==> src/rtl/sum_bcd_display_pkg.sv <==
// Shared definitions for the sum-to-BCD display block: FSM states, segment patterns
// and the double-dabble nibble correction.
package sum_bcd_display_pkg;

  typedef enum logic [1:0] {
    ST_IDLE  = 2'd0,
    ST_SHIFT = 2'd1,
    ST_DONE  = 2'd2
  } state_e;

  // Active-low segments, bit0 = a .. bit6 = g
  localparam logic [6:0] SEG_0     = 7'b1000000;
  localparam logic [6:0] SEG_1     = 7'b1111001;
  localparam logic [6:0] SEG_2     = 7'b0100100;
  localparam logic [6:0] SEG_3     = 7'b0110000;
  localparam logic [6:0] SEG_4     = 7'b0011001;
  localparam logic [6:0] SEG_5     = 7'b0010010;
  localparam logic [6:0] SEG_6     = 7'b0000010;
  localparam logic [6:0] SEG_7     = 7'b1111000;
  localparam logic [6:0] SEG_8     = 7'b0000000;
  localparam logic [6:0] SEG_9     = 7'b0010000;
  localparam logic [6:0] SEG_BLANK = 7'b1111111;

  function automatic logic [3:0] add3_if_ge5(input logic [3:0] nib);
    return (nib >= 4'd5) ? (nib + 4'd3) : nib;
  endfunction

endpackage

==> src/rtl/sum_bcd_display_seg7_decoder.sv <==
// Combinational BCD digit to active-low 7-segment pattern; codes 10..15 blank the digit.
module seg7_decoder
  import sum_bcd_display_pkg::*;
(
  input  logic [3:0] digit_i,
  output logic [6:0] seg_o
);

  always_comb begin
    seg_o = SEG_BLANK;
    case (digit_i)
      4'd0:    seg_o = SEG_0;
      4'd1:    seg_o = SEG_1;
      4'd2:    seg_o = SEG_2;
      4'd3:    seg_o = SEG_3;
      4'd4:    seg_o = SEG_4;
      4'd5:    seg_o = SEG_5;
      4'd6:    seg_o = SEG_6;
      4'd7:    seg_o = SEG_7;
      4'd8:    seg_o = SEG_8;
      4'd9:    seg_o = SEG_9;
      default: seg_o = SEG_BLANK;
    endcase
  end

endmodule

==> src/rtl/sum_bcd_display.sv <==
// Sequential double-dabble conversion of the adder sum into two BCD digits driving HEX1/HEX0.
// Optional build macro: LEADING_ZERO_BLANK_EN blanks HEX1 whenever the tens digit is zero.
module sum_bcd_display
  import sum_bcd_display_pkg::*;
#(
  parameter int WIDTH = 5
) (
  input  logic             CLOCK_50,
  input  logic             reset,
  input  logic             in_valid,
  output logic             in_ready,
  input  logic [WIDTH-1:0] in_bin,
  output logic             out_valid,
  output logic [7:0]       bcd,
  output logic [6:0]       HEX0,
  output logic [6:0]       HEX1
);

`ifdef LEADING_ZERO_BLANK_EN
  localparam logic [6:0] HEX1_RST = SEG_BLANK;
`else
  localparam logic [6:0] HEX1_RST = SEG_0;
`endif

  state_e           state_q;
  logic [WIDTH-1:0] shreg_q;
  logic [WIDTH-1:0] shreg_d;
  logic [7:0]       scratch_q;
  logic [7:0]       scratch_d;
  logic [7:0]       adj_s;
  logic [2:0]       count_q;
  logic [7:0]       bcd_q;
  logic [6:0]       hex0_q;
  logic [6:0]       hex1_q;
  logic             out_valid_q;
  logic [6:0]       units_seg_s;
  logic [6:0]       tens_seg_s;
  logic [6:0]       hex1_d;

  // One double-dabble step: correct each nibble, then shift the next input bit in.
  always_comb begin
    adj_s     = {add3_if_ge5(scratch_q[7:4]), add3_if_ge5(scratch_q[3:0])};
    scratch_d = {adj_s[6:0], shreg_q[WIDTH-1]};
    shreg_d   = shreg_q << 1;
  end

  seg7_decoder u_units (
    .digit_i (scratch_d[3:0]),
    .seg_o   (units_seg_s)
  );

  seg7_decoder u_tens (
    .digit_i (scratch_d[7:4]),
    .seg_o   (tens_seg_s)
  );

  always_comb begin
`ifdef LEADING_ZERO_BLANK_EN
    hex1_d = (scratch_d[7:4] == 4'd0) ? SEG_BLANK : tens_seg_s;
`else
    hex1_d = tens_seg_s;
`endif
  end

  // Conversion FSM with all datapath and display registers
  always_ff @(posedge CLOCK_50) begin
    if (reset) begin
      state_q     <= ST_IDLE;
      shreg_q     <= '0;
      scratch_q   <= 8'h00;
      count_q     <= 3'd0;
      bcd_q       <= 8'h00;
      hex0_q      <= SEG_0;
      hex1_q      <= HEX1_RST;
      out_valid_q <= 1'b0;
    end else begin
      out_valid_q <= 1'b0;
      case (state_q)
        ST_IDLE: begin
          if (in_valid) begin
            shreg_q   <= in_bin;
            scratch_q <= 8'h00;
            count_q   <= 3'(WIDTH);
            state_q   <= ST_SHIFT;
          end
        end
        ST_SHIFT: begin
          scratch_q <= scratch_d;
          shreg_q   <= shreg_d;
          count_q   <= count_q - 3'd1;
          if (count_q == 3'd1) begin
            bcd_q       <= scratch_d;
            hex0_q      <= units_seg_s;
            hex1_q      <= hex1_d;
            out_valid_q <= 1'b1;
            state_q     <= ST_DONE;
          end
        end
        ST_DONE: state_q <= ST_IDLE;
        default: state_q <= ST_IDLE;
      endcase
    end
  end

  // Ready is forced high during reset since the next edge lands in IDLE regardless
  assign in_ready  = reset | (state_q == ST_IDLE);
  assign out_valid = out_valid_q;
  assign bcd       = bcd_q;
  assign HEX0      = hex0_q;
  assign HEX1      = hex1_q;

endmodule

==> config.mk <==
export PLATFORM = sky130hd
export DESIGN_NAME = sum_bcd_display
export DESIGN_NICKNAME = d
export VERILOG_FILES = /design/src/rtl/sum_bcd_display_pkg.sv /design/src/rtl/sum_bcd_display_seg7_decoder.sv /design/src/rtl/sum_bcd_display.sv
export SDC_FILE = /design/constraint.sdc
export NUM_CORES = 1
export LEC_CHECK = 0
export ABC_CLOCK_PERIOD_IN_PS = 3600
export CAP_MARGIN = 20
export CORE_MARGIN = 2
export CORE_UTILIZATION = 55
export CTS_CLUSTER_SIZE = 25
export DETAILED_ROUTE_END_ITERATION = 7
export PLACE_DENSITY = 0.81
export SYNTH_ARGS = -nofsm -noshare
export SYNTH_HDL_FRONTEND = slang
export SYNTH_SLANG_ARGS = --single-unit
==> constraint.sdc <==
create_clock -name CLOCK_50 -period 3.6 [get_ports CLOCK_50]
set_input_delay 0.72 -clock CLOCK_50 [delete_from_list [all_inputs] [get_ports CLOCK_50]]
set_output_delay 0.72 -clock CLOCK_50 [all_outputs]
set_load 0.02 [all_outputs]
==> results of run 1 <==
-- state kept, by name, indices dropped and copies added, names as in the netlist --
name and cells:
shreg_q 5, state_q 2, scratch_q 8, HEX0 7, HEX1 7, bcd 8, out_valid 1, count_q 3
-- how the worst max path moves through the flow --
stage	startpoint	endpoint	slack, ns
after detailed placement	reset	in_ready	0.90
after CTS	reset	in_ready	0.89
after floorplan	scratch_q[4]	HEX1[5]	1.33
final	reset	in_ready	0.90
after global placement	reset	in_ready	0.90
after global routing	reset	in_ready	0.85
-- placed cells by master, fill, tap and decap left out, types with 3 or more instances in the layout --
cell                              count
sky130_fd_sc_hd__dfxtp_1             41
sky130_fd_sc_hd__buf_4                5
sky130_fd_sc_hd__nand3_1              5
sky130_fd_sc_hd__a22oi_1              9
sky130_fd_sc_hd__mux2i_1              3
sky130_fd_sc_hd__inv_1               11
sky130_fd_sc_hd__nor2_1              44
sky130_fd_sc_hd__a211oi_1            11
sky130_fd_sc_hd__nand2b_1             4
sky130_fd_sc_hd__nor3_1               7
sky130_fd_sc_hd__o21ai_0              5
sky130_fd_sc_hd__ha_1                14
sky130_fd_sc_hd__clkdlybuf4s50_1     31
sky130_fd_sc_hd__a21oi_1             19
sky130_fd_sc_hd__clkbuf_8             5
sky130_fd_sc_hd__xnor2_1              3
sky130_fd_sc_hd__nand2_1             19
sky130_fd_sc_hd__nor2b_1              4
sky130_fd_sc_hd__nand3b_1             3
sky130_fd_sc_hd__mux2_2               3
-- routing by layer --
layer	GRT usage [%]	wire length, um	vias up
met5	0	0	-
met4	9.375	46	0
met3	4.429	157	6
met2	38.64	2205	36
met1	26.95	2053	871
li1	-	-	940
-- per-stage QoR --
stage          hold slack [ns]  util, %  area (sq um)
2_1_floorplan           0.4544        -          2101
3_3_place_gp            0.4425    66.88          2449
3_5_place_dp            0.4539    66.88          2449
4_1_cts                 0.4637    68.90          2522
5_1_grt                 0.4895    68.90          2522
6_report                0.4568    68.90          2522
-- cells by family after synthesis --
kind of cell	share of synthesized area [%]
buffers and inverters	5.539
DFF	39.07
AOI/OAI and AO/OA	21.08
muxes	3.037
xor gates and xnor gates	1.251
adders and majority gates	8.338
and+or+nand+nor	21.68
-- final cells by class --
cell class | instances | area [sq um]
clock buffer | 5 | 68.82
timing repair buffer | 36 | 347.8
sequential | 41 | 820.8
tap | 48 | 60.06
fill | 313 | 1139
inverter | 11 | 41.29
multi-input combinational | 185 | 1179
clock inverter | 1 | 5.005
-- critical path, delay by kind of cell --
family	cells	cell delay, ns
and+or+nand+nor	1	0.30
buffers and inverters	2	0.97
-- power by group through the flow --
| stage | sequential [mW] | clock [mW] | combinational (mW) |
|---|---|---|---|
| floorplan | 0.510 | 0 | 0.0842 |
| global placement | 0.505 | 0 | 0.142 |
| detailed placement | 0.506 | 0 | 0.145 |
| CTS | 0.495 | 0.280 | 0.145 |
| global route | 0.498 | 0.293 | 0.162 |
| finish | 0.495 | 0.274 | 0.144 |
==> impl.org, run 1 <==
** Critical path
- Register-to-register setup slack :: 1.14 ns
- Worst path most repeated cell :: sky130_fd_sc_hd__clkdlybuf4s50_1
- Critical path's largest stage delay :: 0.55 ns
- Counting cells, the worst reg-to-reg path comes to 9.
- Highest net fanout along the worst path :: 2
- Crit Reg-Reg Startpoint :: scratch_q[4]
- Worst Path Class, Setup :: input pin to primary output
- Master of the slowest instance on the critical path :: sky130_fd_sc_hd__clkdlybuf4s50_1
- The worst register-to-register path ends at HEX1[5].
- Worst path arrival time :: 1.98 ns
- CP Launch Type :: input pin
- At the worst endpoint, the required time is 2.88 ns.
- STA classifies the critical path endpoint as a primary output.
- Traced cell by cell, the critical path runs through clkdlybuf4s50_1 > or2_2 > clkdlybuf4s50_1.

** Timing
- The number of pins exceeding their max-slew limit in the final report came to 0.
- For the final routed database, the setup TNS stands at 0 ns.
- Final worst path period share :: 75.12%
- Final min period :: 2.704 ns
- Clock Skew :: 0.007149 ns
- Setup repair after global routing left no endpoint under its margin.
- Derived from the worst setup path, the maximum achievable clock frequency is 369.8 MHz.
- At the pin with the least slew margin, the transition time is 0.6204 ns.
- Setup violations remaining at the end of the flow were counted as 0.
- Once routing completed, OpenROAD measured the worst setup slack at 0.8957 ns.
- Headroom to the max-slew limit came out at 57.46%.
- Number of endpoints with negative hold slack in the final report :: 0

** Floorplanning
- Floorplan die height :: 65.80 um
- The initial utilization of the core area, before any placement, comes to 57.38%.
- In this run the horizontal extent of the chip is 65.80 um.
- Placeable Area :: 0.003661 sq mm
- Standard-cell row count :: 22
- The die covers 0.004330 sq mm.
- Pin placement for this block handled 32 I/O pins.

** Synth
- Yosys mapped the design onto 48 distinct sky130hd cell types.
- Register area share after synthesis :: 39.07%
- The top cell type by area accounts for 39.07% of the synthesized area.
- The most common cell in the synthesized netlist is sky130_fd_sc_hd__nor2_1.
- Top flip-flop cell by instance count after synthesis :: sky130_fd_sc_hd__dfxtp_1
- Synthesis handed over a netlist of 254 instances.
- Yosys printed 0 warnings.
- The cell area that synthesis handed to floorplanning was 0.002101 sq mm.
- Post-synth EDFFs :: 0
- In this run, synthesis produced a sequential element count of 41.
- After synthesis, the share of flip-flops with an asynchronous set or reset is 0%.
- Top cell types by occurrence after synthesis :: 44 x sky130_fd_sc_hd__nor2_1, 41 x sky130_fd_sc_hd__dfxtp_1, 19 x sky130_fd_sc_hd__a21oi_1, 19 x sky130_fd_sc_hd__nand2_1, 14 x sky130_fd_sc_hd__ha_1
- In this run the mean area of a mapped cell was 8.271 sq um.
- sky130_fd_sc_hd__dfxtp_1 takes more of the synthesized area than any other cell.
- Nets in the synthesized netlist :: 276
- Area contributors post-synth :: sky130_fd_sc_hd__dfxtp_1 39%, sky130_fd_sc_hd__ha_1 8.3%, sky130_fd_sc_hd__nor2_1 7.9%

** Place
- Prior to clock tree synthesis, the placed netlist has a worst setup slack of 0.8959 ns.
- The congestion estimate from routability-driven global placement came to 0.8177.
- In this run, placement finished with an instance count of 321.
- Detailed placement ended at an HPWL of 3152 um.
- Number of buffers added on ports :: 31

** Detailed routing
- The routed design has 4462 um of wire.
- Before antenna repair, the detailed router went through 4 iterations.
- Across all layers, the routed design uses 1,853 vias.
- After detailed routing, the number of vias per cell comes to 5.667.
- In the final routed layout, each cell accounts on average for 13.65 um.
- For this run, design rule violations remaining after detail routing come to 0.
- The detailed router finished its first iteration with 128 violations.
- The detail route stage leaves a number of antenna-violating nets equal to 0.

** Pwr
- Power comes to 0.9134 mW.
- Switching portion of total power :: 26.84%
- Clock network fraction of design power :: 30.0%
- Pleak :: 0.9571 nW
- VDD sags by at most 0.0002057 V.
- Internal power component :: 0.6682 mW
- Summed over all nets, the switching power comes to 0.2451 mW.
- Share of power burned in combinational logic :: 15.8%
- Part of the total power dissipated in sequential elements :: 54.2%
- Power spread over the standard cell area amounts to 362.1 mW/mm^2.

** Global routing
- First-pass GRT wire length :: 7596 um
- After global routing the overflow that remains totals 0.
- Pin count of the biggest net entering global routing :: 42
- The number of global-route vias before repair was 1,754.
- The initial antenna violation count came to 0.
- In the global route stage, overall resource usage came out at 22.38%.

** Clock tree
- Number of buffers inserted to repair setup after CTS :: 0
- The clock passes through at most 2 buffers.
- TritonCTS built the clock tree.
- Hold repair after CTS inserted 0 buffers.
- Buffers inserted during clock tree synthesis total 5.
- Clock-pin slew was measured on the worst setup and hold paths at 0.07 ns.
- Clock sink total :: 41
- The clock tree synthesis step divided the H-tree into 2 levels.
- Clk Latency, worst-skew pair :: 0.29 ns
- The tree is rooted in a sky130_fd_sc_hd__clkbuf_8.
- Gates resized during post-CTS repair numbered 0.

** Job
- Max-cap violations in this run came to 0.

** Cells and area
- In the final layout, the share of cells above drive strength 1 is 7.527%.
- The count of cells in the finished layout, fillers not included, comes to 327.
- The final layout contains 302 nets.
- 0 antenna diodes ended up in the layout.
- The area growth from synthesis to layout is 20.07%.

** Worst hold path
- The worst hold path terminates at bcd[5].
- The worst hold path was traced through 2 stages.
- Startpoint of the tightest hold check path :: bcd[5]
- Class of the worst hold path :: flop to flop

** Status
- Result of the run :: complete, no violations
(Power assumes the default switching activity.)
==> inputs of run 2 (changes only) <==
- ABC_CLOCK_PERIOD_IN_PS: 3600 -> 2300
- CORE_UTILIZATION: 55 -> 48
- PLACE_DENSITY: 0.81 -> 0.75
- clock period: 3.6 -> 2.3 ns (I/O delays scaled with it)
==> impl.org, run 2 (synthesis gave the netlist of run 1 again) <==
** Clock tree
- The tree is rooted in a sky130_fd_sc_hd__clkbuf_8.
- The number of buffers created by CTS is 5 (unchanged).
- The count of clock tree sinks came to 41 (unchanged).
- The clock insertion delay at the later pin of the skew report was 0.29 ns (about the same).
- Clock tree from TritonCTS :: built
- Clock buffer depth :: 2 (unchanged)
- Number of hold-repair buffers added at the cts stage :: 0 (unchanged)
- The clock slew at the register clock pins of the worst setup and hold paths is 0.07 ns (about the same).
- H-tree depth :: 2 (unchanged)

** Detailed routing
- The total wire length was 4801 um (+7.6%).
- The remaining antenna violation count after routing came to 0 (unchanged).
- Average wire length per cell after detail routing :: 14.04 um (+2.9%)
- Overall via count from detail_route :: 1,875 (+1.2%)
- The detailed-routing iteration count for the pre-antenna-repair pass is 4 (unchanged).
- The detailed-route DRC error count came to 0 (unchanged).
- Number of violations reported at the end of detailed-routing iteration 0 :: 143 (+12%)
- The via-per-instance ratio is 5.482 (-3.3%).

** Timing
- Fin. max-slew vios :: 0 (unchanged)
- Relative slew margins :: 55.09% (-2.4 points)
- Clock Skew :: 0.003312 ns (-0.003836 ns)
- Sum Neg Setup Slack :: 0 ns (unchanged)
- Post-route worst setup slack :: 0.1272 ns (-0.7685 ns)
- Of the available clock period, the critical path in the final layout requires 94.47%.
- Count of endpoints failing setup in the final report :: 0 (unchanged)
- The transition time at the pin with the least slew margin was 0.6665 ns (+0.04613 ns).
- Final min period :: 2.173 ns
- Timing would allow up to 460.2 MHz.
- Number of endpoints with negative hold slack in the final report :: 0 (unchanged)

** Cells and area
- The post-layout instance count excluding filler cells came to 342 (+4.6%).
- Leaving out fill and tap cells, the most frequent cell in the layout is sky130_fd_sc_hd__nor2_1.
- Antenna diode count :: 0 (unchanged)
- The final net count came to 312 (+3.3%).
- The fraction of final layout cells with drive strength greater than 1 came to 13.10% (+5.6 points).
- In the layout the commonest cells are 44 x sky130_fd_sc_hd__nor2_1, 39 x sky130_fd_sc_hd__dfxtp_1, 31 x sky130_fd_sc_hd__clkdlybuf4s50_1.
- From synthesis to final layout, the design area changed by 27.10%.
- Layout Utilization :: 62.18% (-6.7 points)

** Critical path
- By startpoint and endpoint, the worst setup path is classified as input pin to primary output.
- The number of cells on the worst reg-to-reg path came to 7 (-2).
- Highest net fanout along the worst path :: 2 (unchanged)
- The worst setup path is launched from an input pin.
- Endpoint class of the critical path :: primary output
- The worst endpoint required time is 1.84 ns (-1.04 ns).
- The endpoint arrival time on the critical path is 1.71 ns (-0.27 ns).

** Floorplanning
- The die span in y came to 70.16 um (+6.6%).
- Standard-cell row count :: 24 (+9.1%)
- Placeable Area :: 0.004294 sq mm (+17%)
- The starting utilization of the core area came to 48.92% (-8.5 points).
- I/O Pins :: 32 (unchanged)
- The width of the chip was 70.16 um (+6.6%).
- Die outline area :: 0.004922 sq mm (+14%)

** Pwr
- The clock share of power came to 35.2% (+5.2 points).
- Net switching component of the power :: 0.3945 mW (+61%)
- Post-layout power :: 1.562 mW (+71%)
- The peak ir drop on the vdd network is 0.0003690 V (+79%).
- The fraction of power spent switching nets came to 25.25% (-1.6 points).
- Part of the total power dissipated in sequential elements :: 49.4% (-4.8 points)
- The fraction of power consumed by combinational cells came to 15.4% (-0.4 points).
- The leakage power summed over all cells was 1.038 nW (+8.4%).
- Internal power component :: 1.168 mW (+75%)
- The power per unit of standard cell area was 585.1 mW/mm^2 (+62%).

** Place
- Number of placed instances with taps included :: 334 (+4.0%)
- The count of input and output buffers was 31 (unchanged).
- Worst setup slack before clock tree synthesis :: 0.01558 ns (-0.8803 ns)
- Final estimated routing congestion in global placement :: 0.8451 (+3.4%)
- The half-perimeter wire length after placement is 3313 um (+5.1%).

** Global routing
- Initial antenna violation count :: 0 (unchanged)
- The global-route congestion overflow total is 0 (unchanged).
- Pin count of the biggest net entering global routing :: 42 (unchanged)
- First-pass GRT wire length :: 8017 um (+5.5%)
- The number of global-route vias before repair came to 1,708 (-2.6%).
- All-layer global routing usage :: 20.41% (-2.0 points)

** Worst hold path
- Hold-critical path depth :: 2 (unchanged)
- The path class of the tightest hold or removal check is flop to flop.

** Status
- Result of the run :: complete, no violations

** Job
- Max capacitance violation total :: 0 (unchanged)
run 2: cell types whose count changed in the layout (fill, tap and decap cells not counted), moves of 2 or more:
cell	delta
sky130_fd_sc_hd__dfxtp_2	+2
sky130_fd_sc_hd__a21oi_4	+2
sky130_fd_sc_hd__dfxtp_1	-2
sky130_fd_sc_hd__a21oi_1	-2
sky130_fd_sc_hd__buf_4	+10
run 2: worst paths after layout:
check	start	endpoint	slack, ns
worst max-delay path	reset	in_ready	0.13
worst min-delay path	bcd[5]	bcd[5]	0.45
worst max register to register	scratch_q[1]	HEX0[5]	0.13
worst min register to register	bcd[5]	bcd[5]	0.45
run 2: power groups by stage:
stage	registers (mW)	clock network, mW	logic [mW]
final	0.772	0.550	0.241
after global routing	0.776	0.602	0.266
after CTS	0.771	0.565	0.239
after detailed placement	0.788	0	0.239
after global placement	0.786	0	0.236
after floorplan	0.799	0	0.132
run 2: cell type report:
class	count	area [sq um]
clock inverters	2	35.03
fillers	380	1624
well taps	52	65.06
repair buffers	46	422.9
inverters	11	41.29
flip-flops and latches	41	823.3
multi-input cells	185	1214
clock buffers	5	68.82
run 2: timing repair:
action	in CTS	in global routing
setup endpoints to repair	2	7
gates cloned	0	0
pin swaps	0	3
endpoints found under the hold margin	0	0
buffers inserted	0	1
gates resized for setup	1	8
run 2: critical path, stage by stage:
cell and delay, ns:
sky130_fd_sc_hd__clkdlybuf4s50_1 0.42, sky130_fd_sc_hd__or2_2 0.30, sky130_fd_sc_hd__clkdlybuf4s50_1 0.54
run 2: metal layers:
layer,routed length (um),global-route usage [%]
met5,0,0
met4,88,8.120
met3,173,5.628
met2,2417,33.86
met1,2122,25.05
run 2: per-stage QoR:
stage	hold WS (ns)	cell area, sq um
2_1_floorplan	0.4544	2101
3_3_place_gp	0.4419	2521
3_5_place_dp	0.4472	2521
4_1_cts	0.4585	2629
5_1_grt	0.4793	2670
6_report	0.4548	2670
==> inputs of run 3 (changes only) <==
- ABC_CLOCK_PERIOD_IN_PS: 2300 -> unset
==> results of run 3 <==
Final layout, timing and power as in run 2 (identical DEF).
